$ cat src/rtl/data_mem_arbiter.sv
// ----------------------------------------------------------------------------
// data_mem_arbiter
//
// Two-requester arbiter and sequencer in front of a single-ported synchronous
// data memory with a one-cycle registered read. Requester 0 is the CPU
// load/store path, requester 1 the debug/loader port. One transaction is in
// flight at a time; each ends with a one-cycle response pulse to its owner.
//
// Transaction flow (T = handshake cycle):
//   store : IDLE(T) -> ACCESS(T+1) -> RESP(T+2)
//   load  : IDLE(T) -> ACCESS(T+1) -> CAPTURE(T+2) -> RESP(T+3)
//   error : IDLE(T) -> RESP(T+1), memory strobes never raised
//
// Parameters
//   NUM_WORDS  : number of valid word addresses; addr >= NUM_WORDS is an error
//   FIXED_PRIO : 0 = round-robin, 1 = requester 0 always wins
//
// Ports
//   Clock          : system clock, all state changes on posedge
//   Reset_n        : asynchronous active-low reset
//   req_valid[1:0] : per-requester request valid
//   req_ready[1:0] : per-requester accept strobe (combinational, IDLE only)
//   req_write[1:0] : per-requester op, 1 = store, 0 = load
//   req_addr[63:0] : word addresses, requester r uses [32r+31:32r]
//   req_wdata[63:0]: store data, requester r uses [32r+31:32r]
//   rsp_valid[1:0] : one-cycle completion pulse on the owner's bit
//   rsp_err        : address out of range, valid with rsp_valid
//   rsp_rdata      : load data, valid with rsp_valid, held until next response
//   mem_address    : memory address (registered)
//   mem_write_data : memory write data (registered, 0 for loads)
//   mem_MemWrite   : memory write strobe (registered, one cycle)
//   mem_MemRead    : memory read strobe (registered, one cycle)
//   mem_read_data  : memory read data, valid the cycle after mem_MemRead
// ----------------------------------------------------------------------------
module data_mem_arbiter #(
    parameter int unsigned NUM_WORDS  = 32,
    parameter int unsigned FIXED_PRIO = 0
) (
    input  logic        Clock,
    input  logic        Reset_n,
    input  logic [1:0]  req_valid,
    output logic [1:0]  req_ready,
    input  logic [1:0]  req_write,
    input  logic [63:0] req_addr,
    input  logic [63:0] req_wdata,
    output logic [1:0]  rsp_valid,
    output logic        rsp_err,
    output logic [31:0] rsp_rdata,
    output logic [31:0] mem_address,
    output logic [31:0] mem_write_data,
    output logic        mem_MemWrite,
    output logic        mem_MemRead,
    input  logic [31:0] mem_read_data
);

    localparam logic [31:0] NumWords = 32'(NUM_WORDS);

    localparam logic [1:0] StIdle    = 2'd0;
    localparam logic [1:0] StAccess  = 2'd1;
    localparam logic [1:0] StCapture = 2'd2;
    localparam logic [1:0] StResp    = 2'd3;

    logic [1:0]  state_q, state_d;
    logic        last_grant_q;  // requester granted most recently
    logic        owner_q;       // requester owning the in-flight transaction
    logic        op_q;          // 1 = store
    logic        err_q;         // address out of range

    logic        winner;
    logic        handshake;
    logic        win_write;
    logic        win_err;
    logic [31:0] win_addr;
    logic [31:0] win_wdata;

    // ------------------------------------------------------------------------
    // Arbitration: pick a candidate every cycle; it only matters in IDLE.
    // Round-robin favours the requester that was not granted last, falling
    // back to the last-granted one when the other is idle.
    // ------------------------------------------------------------------------
    always_comb begin
        winner = 1'b0;
        if (FIXED_PRIO != 0) begin
            winner = req_valid[0] ? 1'b0 : 1'b1;
        end else begin
            winner = req_valid[~last_grant_q] ? ~last_grant_q : last_grant_q;
        end
    end

    always_comb begin
        win_addr  = winner ? req_addr[63:32]  : req_addr[31:0];
        win_wdata = winner ? req_wdata[63:32] : req_wdata[31:0];
        win_write = req_write[winner];
        // Full 32-bit compare: high address bits are never ignored.
        win_err   = (win_addr >= NumWords);
        handshake = (state_q == StIdle) && req_valid[winner];
    end

    // At most one ready bit, and only while idle.
    always_comb begin
        req_ready = 2'b00;
        if (handshake) begin
            req_ready = winner ? 2'b10 : 2'b01;
        end
    end

    // ------------------------------------------------------------------------
    // Sequencer
    // ------------------------------------------------------------------------
    always_comb begin
        state_d = state_q;
        case (state_q)
            StIdle: begin
                if (handshake) begin
                    state_d = win_err ? StResp : StAccess;
                end
            end
            StAccess:  state_d = op_q ? StResp : StCapture;
            StCapture: state_d = StResp;
            StResp:    state_d = StIdle;
            default:   state_d = StIdle;
        endcase
    end

    always_ff @(posedge Clock or negedge Reset_n) begin
        if (!Reset_n) begin
            state_q      <= StIdle;
            // Pretend requester 1 went last so requester 0 wins first.
            last_grant_q <= 1'b1;
            owner_q      <= 1'b0;
            op_q         <= 1'b0;
            err_q        <= 1'b0;
        end else begin
            state_q <= state_d;
            if (handshake) begin
                last_grant_q <= winner;
                owner_q      <= winner;
                op_q         <= win_write;
                err_q        <= win_err;
            end
        end
    end

    // ------------------------------------------------------------------------
    // Memory interface. Strobes are loaded on entry to ACCESS and cleared on
    // every other edge, so they are high for exactly the ACCESS cycle.
    // Address and write data hold between accesses.
    // ------------------------------------------------------------------------
    always_ff @(posedge Clock or negedge Reset_n) begin
        if (!Reset_n) begin
            mem_MemWrite   <= 1'b0;
            mem_MemRead    <= 1'b0;
            mem_address    <= '0;
            mem_write_data <= '0;
        end else begin
            mem_MemWrite <= 1'b0;
            mem_MemRead  <= 1'b0;
            if (handshake && !win_err) begin
                mem_MemWrite   <= win_write;
                mem_MemRead    <= ~win_write;
                mem_address    <= win_addr;
                mem_write_data <= win_write ? win_wdata : 32'h0;
            end
        end
    end

    // ------------------------------------------------------------------------
    // Response data: captured from memory at the end of CAPTURE, zeroed on the
    // way into RESP for stores and errors, otherwise held.
    // ------------------------------------------------------------------------
    always_ff @(posedge Clock or negedge Reset_n) begin
        if (!Reset_n) begin
            rsp_rdata <= '0;
        end else begin
            if (state_q == StCapture) begin
                rsp_rdata <= mem_read_data;
            end else if ((state_q == StAccess) && op_q) begin
                rsp_rdata <= '0;
            end else if (handshake && win_err) begin
                rsp_rdata <= '0;
            end
        end
    end

    always_comb begin
        rsp_valid = 2'b00;
        rsp_err   = 1'b0;
        if (state_q == StResp) begin
            rsp_valid = owner_q ? 2'b10 : 2'b01;
            rsp_err   = err_q;
        end
    end

endmodule

$ cat config.mk
export PLATFORM = sky130hd
export DESIGN_NAME = data_mem_arbiter
export DESIGN_NICKNAME = d
export VERILOG_FILES = /design/src/rtl/data_mem_arbiter.sv
export SDC_FILE = /design/constraint.sdc
export NUM_CORES = 1
export LEC_CHECK = 0
export ABC_AREA = 1
export ABC_CLOCK_PERIOD_IN_PS = 2000
export CAP_MARGIN = 15
export CELL_PAD_IN_SITES_DETAIL_PLACEMENT = 0
export CELL_PAD_IN_SITES_GLOBAL_PLACEMENT = 2
export CORE_UTILIZATION = 18
export DETAILED_ROUTE_END_ITERATION = 10
export GPL_TIMING_DRIVEN = 0
export PLACE_DENSITY = 0.81
export RECOVER_POWER = 50
export REMOVE_ABC_BUFFERS = 1
export SYNTH_ARGS = -nofsm -noshare
export SYNTH_HDL_FRONTEND = slang
export SYNTH_SLANG_ARGS = --single-unit
$ cat constraint.sdc
create_clock -name Clock -period 2 [get_ports Clock]
set_clock_uncertainty 0.05 [all_clocks]
set_input_delay 0.4 -clock Clock [delete_from_list [all_inputs] [get_ports Clock]]
set_output_delay 0.4 -clock Clock [all_outputs]
set_load 0.01 [all_outputs]
==> results.md <==
- Crit Path Class: flop to flop
- Core Util, Final: 0.338
- Worst reg2reg endpoint: mem_write_data[3]$_DFFE_PN0N_
- Vias in the first global route: between 5000 and 6000
- Pins Over Slew Limit: 0
- Mean Syn Cell Area: 7.32 um^2
- Drt total wl: about 20000 um
- Critical Path Start: last_grant_q$_DFFE_PN1P_
- Hold WS: between 0.4 and 0.5 ns
- Final Cycle Share: 1.17
- Critical R2R Launch: last_grant_q$_DFFE_PN1P_
- Largest net degree at the start of global routing: 71
- VDD IR-drop max: 0.358 mV
- Clk root buf: clkbuf_16
- Maxcap violations: 0
- Fraction of layout cells with a size suffix above 1: 0.142
- Sequential element share of the synthesized area: 0.511
- Setup crit end kind: flop
- Ys async rst share: 1.00
- DR iter-0 viols: 159
- CP startpoint kind: flop
- CTS Buf Count: 9
- Floorplan core area: 0.0278 mm^2
- Crit-path max FO: 7
- Netlist cell types: 25
- CP max stage delay: between 0.5 and 0.6 ns
- Clk Latency, worst-skew pair: 0.36 ns
- Hold Vio Cnt, Final: 0
- Overall global routing resource usage: 0.134
- Slew margin rel.: 0.183
- Combinational fraction of design power: 0.495
- Clk sinks: 104
- FF-to-FF path depth: 15
- Maximum clock path buffer count: 2
- Mapped cell area: 0.00509 mm^2
- Setup WS post-layout: -0.335 ns
- Required time of the critical path: 2.20 ns
- Synthesis-stage register bit count: 104
- First-pass GRT wire length: 29400 um
- Worst path cell trace: buf_12, inv_8, nand2_4, buf_4, nand3b_1, nand2_1, nand2_1, nor2_1, nand2_2, nor2_4, nand3_4, buf_12, clkbuf_16, nand2_2, nand2_1
- Via density: 3.80
- Worst hold path class: flop to flop
- Synth Warn #: 0
- Antenna-violating nets left: 0
- Die Height: 170 um
- Diodes inserted: 0
- Total gr overflow: 0
- Fin crit period: 2.34 ns
- # DRC: 0
- Worst path slowest cell: dfstp_2
- Wire length per cell: between 10 and 15 um
- Most common cell after layout, fill and taps aside: nand2_1
- Most frequent cells in the layout: nand2_1, clkdlybuf4s50_1, dfrtp_1, inv_1, nand3_1
- CTS tree: done
- Int Power: ~5500 uW
- Top cell by count, worst path: nand2_1
- Maximum clock frequency: between 400 and 500 MHz
- Slew @ Worst Pin: ~1.2 ns
- Reg2Reg Setup Slack: -0.34 ns
- Top FF cell, synth: dfrtp_1
- Switching share of power: 0.381
- Via count: ~5200
- Post-Syn Instances: 696
- CTS H-tree depth: 3
- Chip Width: around 170 um
- Die ar.: 0.0290 mm^2
- CP arrival: ~2.5 ns
- Filler cell count: approximately 3000
- Outcome: finished, violations left
- Initial antenna violation count: 0
- Worst-path clk slew: 0.08 ns
- Starting Density: 0.183
- Power share of the sequential group: 0.301
- P_leak: about 0.0048 uW
- Worst setup path endpoint: mem_write_data[3]$_DFFE_PN0N_
- Area grow syn2layout: 84.4%
- Number of synthesized flops with an enable pin: 0
- IO buf count: between 200 and 300
- Net Switching: 3360 uW
- Final setup vio count: between 100 and 150
- Clock share of power: 0.203
- GP Congestion: 0.746
- Failing checks: negative setup slack
- Pre-antenna DRT Iters: 4
- IO Count: roughly 270
- Area of the multi-input gates: 0.00235 mm^2
- DP Wirelength: ~13000 um
- RSZ-0062 raised after global routing: yes
- Final #Nets: 1163
- Power per Cell Area: about 940 mW/mm^2
- FF/Latch Area: 0.00260 mm^2
- Row count: 61
[Yosys cell counts (2+ instances only)]
master,n,area (um^2)
buf_4,6,45.0
nor2_1,18,67.6
nand2_2,5,31.3
dfrtp_1,103,2580
inv_1,76,285
nand3b_1,5,37.5
buf_2,9,45.0
nand2_1,376,1410
buf_6,3,33.8
clkbuf_1,14,52.6
o21ai_1,5,25.0
nor2_2,2,12.5
nand3_1,48,240
inv_2,3,11.3
a21oi_1,3,15.0
ha_1,5,62.6
o21ai_0,3,15.0
mux2i_1,5,50.1
[layout make-up]
| type | instances | share of cell area |
|---|---|---|
| repair buffers | 316 | 0.358 |
| multi-input cells | 482 | 0.250 |
| flip-flops and latches | 104 | 0.277 |
| clock buffers | 10 | 0.0254 |
| clock inverters | 6 | 0.00613 |
| inverters | 79 | 0.0326 |
| well taps | 378 | 0.0504 |
[through the flow]
step / instances / cell area, um^2 / total power, uW / setup TNS, ns / setup slack, ns
finish: 1375 / 9390 / 8820 / -28.44 / -0.335
global placement: 1309 / 8070 / 6050 / -704.52 / -3.98
detailed placement: 1315 / 8210 / 6200 / -177.04 / -2.01
global route: 1375 / 9390 / 9480 / -44.52 / -0.465
floorplan: 663 / 4910 / 4370 / -92.01 / -1.11
CTS: 1368 / 9130 / 8940 / -28.57 / -0.335
[worst max-delay path, delay by kind of cell (launching register included)]
family / cells / cell delay (ns)
simple gates: 10 / 0.93
buf+inv: 5 / 0.66
flops: 1 / 0.57
[worst min-delay path by stage]
stage / depth (start not counted) / start / slack [ns] / end
2_1_floorplan: 0 / Reset_n / 0.05 / err_q$_DFFE_PN0P_
5_1_grt: 2 / mem_address[6]$_DFFE_PN0N_ / 0.44 / mem_address[6]$_DFFE_PN0N_
4_1_cts: 2 / mem_address[30]$_DFFE_PN0N_ / 0.42 / mem_address[30]$_DFFE_PN0N_
6_report: 2 / mem_address[19]$_DFFE_PN0N_ / 0.42 / mem_address[19]$_DFFE_PN0N_
3_5_place_dp: 1 / Reset_n / 0.32 / mem_address[7]$_DFFE_PN0N_
3_3_place_gp: 2 / mem_address[8]$_DFFE_PN0N_ / 0.40 / mem_address[8]$_DFFE_PN0N_
[per-layer routing]
metal | vias up | wire, um | global-route usage
li1 | 2672 | - | -
met1 | 2372 | 8610 | 0.160
met2 | 163 | 9920 | 0.231
met3 | 24 | 1260 | 0.0298
met4 | 0 | 430 | 0.0548
met5 | - | 0 | 0
[power by group through the flow]
stage	logic, uW	registers [uW]	clock network (uW)
2_1_floorplan	1560	2810	0
3_3_place_gp	3360	2690	0
3_5_place_dp	3490	2700	0
4_1_cts	4390	2660	1890
5_1_grt	4820	2700	1970
6_report	4370	2660	1790
[cells by family (layout without fill, tap and decap cells)]
family | after synthesis | in the layout | share of synthesized area
muxes | 5 | 5 | 0.00983
AOI/OAI and AO/OA | 11 | 11 | 0.0108
adders and majority gates | 5 | 5 | 0.0123
DFF | 104 | 104 | 0.511
and+or+nand+nor | 459 | 461 | 0.362
buffers and inverters | 112 | 411 | 0.0936
[sequential cells by signal, indices dropped and copies added, names as in the netlist]
register and cells:
mem_address 32, mem_write_data 32, rsp_rdata 32, state_q 2, err_q 1, last_grant_q 1, mem_MemRead 1, mem_MemWrite 1
op_q 1, owner_q 1
[timing repair]
action                                  4_1_cts  5_1_grt
gates cloned                                  5        5
resized for setup                            70       53
endpoints found under the setup margin      106      103
hold buffers                                  1        0
pin swaps                                    10        5
setup buffers                                31        2
hold endpoints to repair                     43        0
Power figures use the tool's default switching activity.
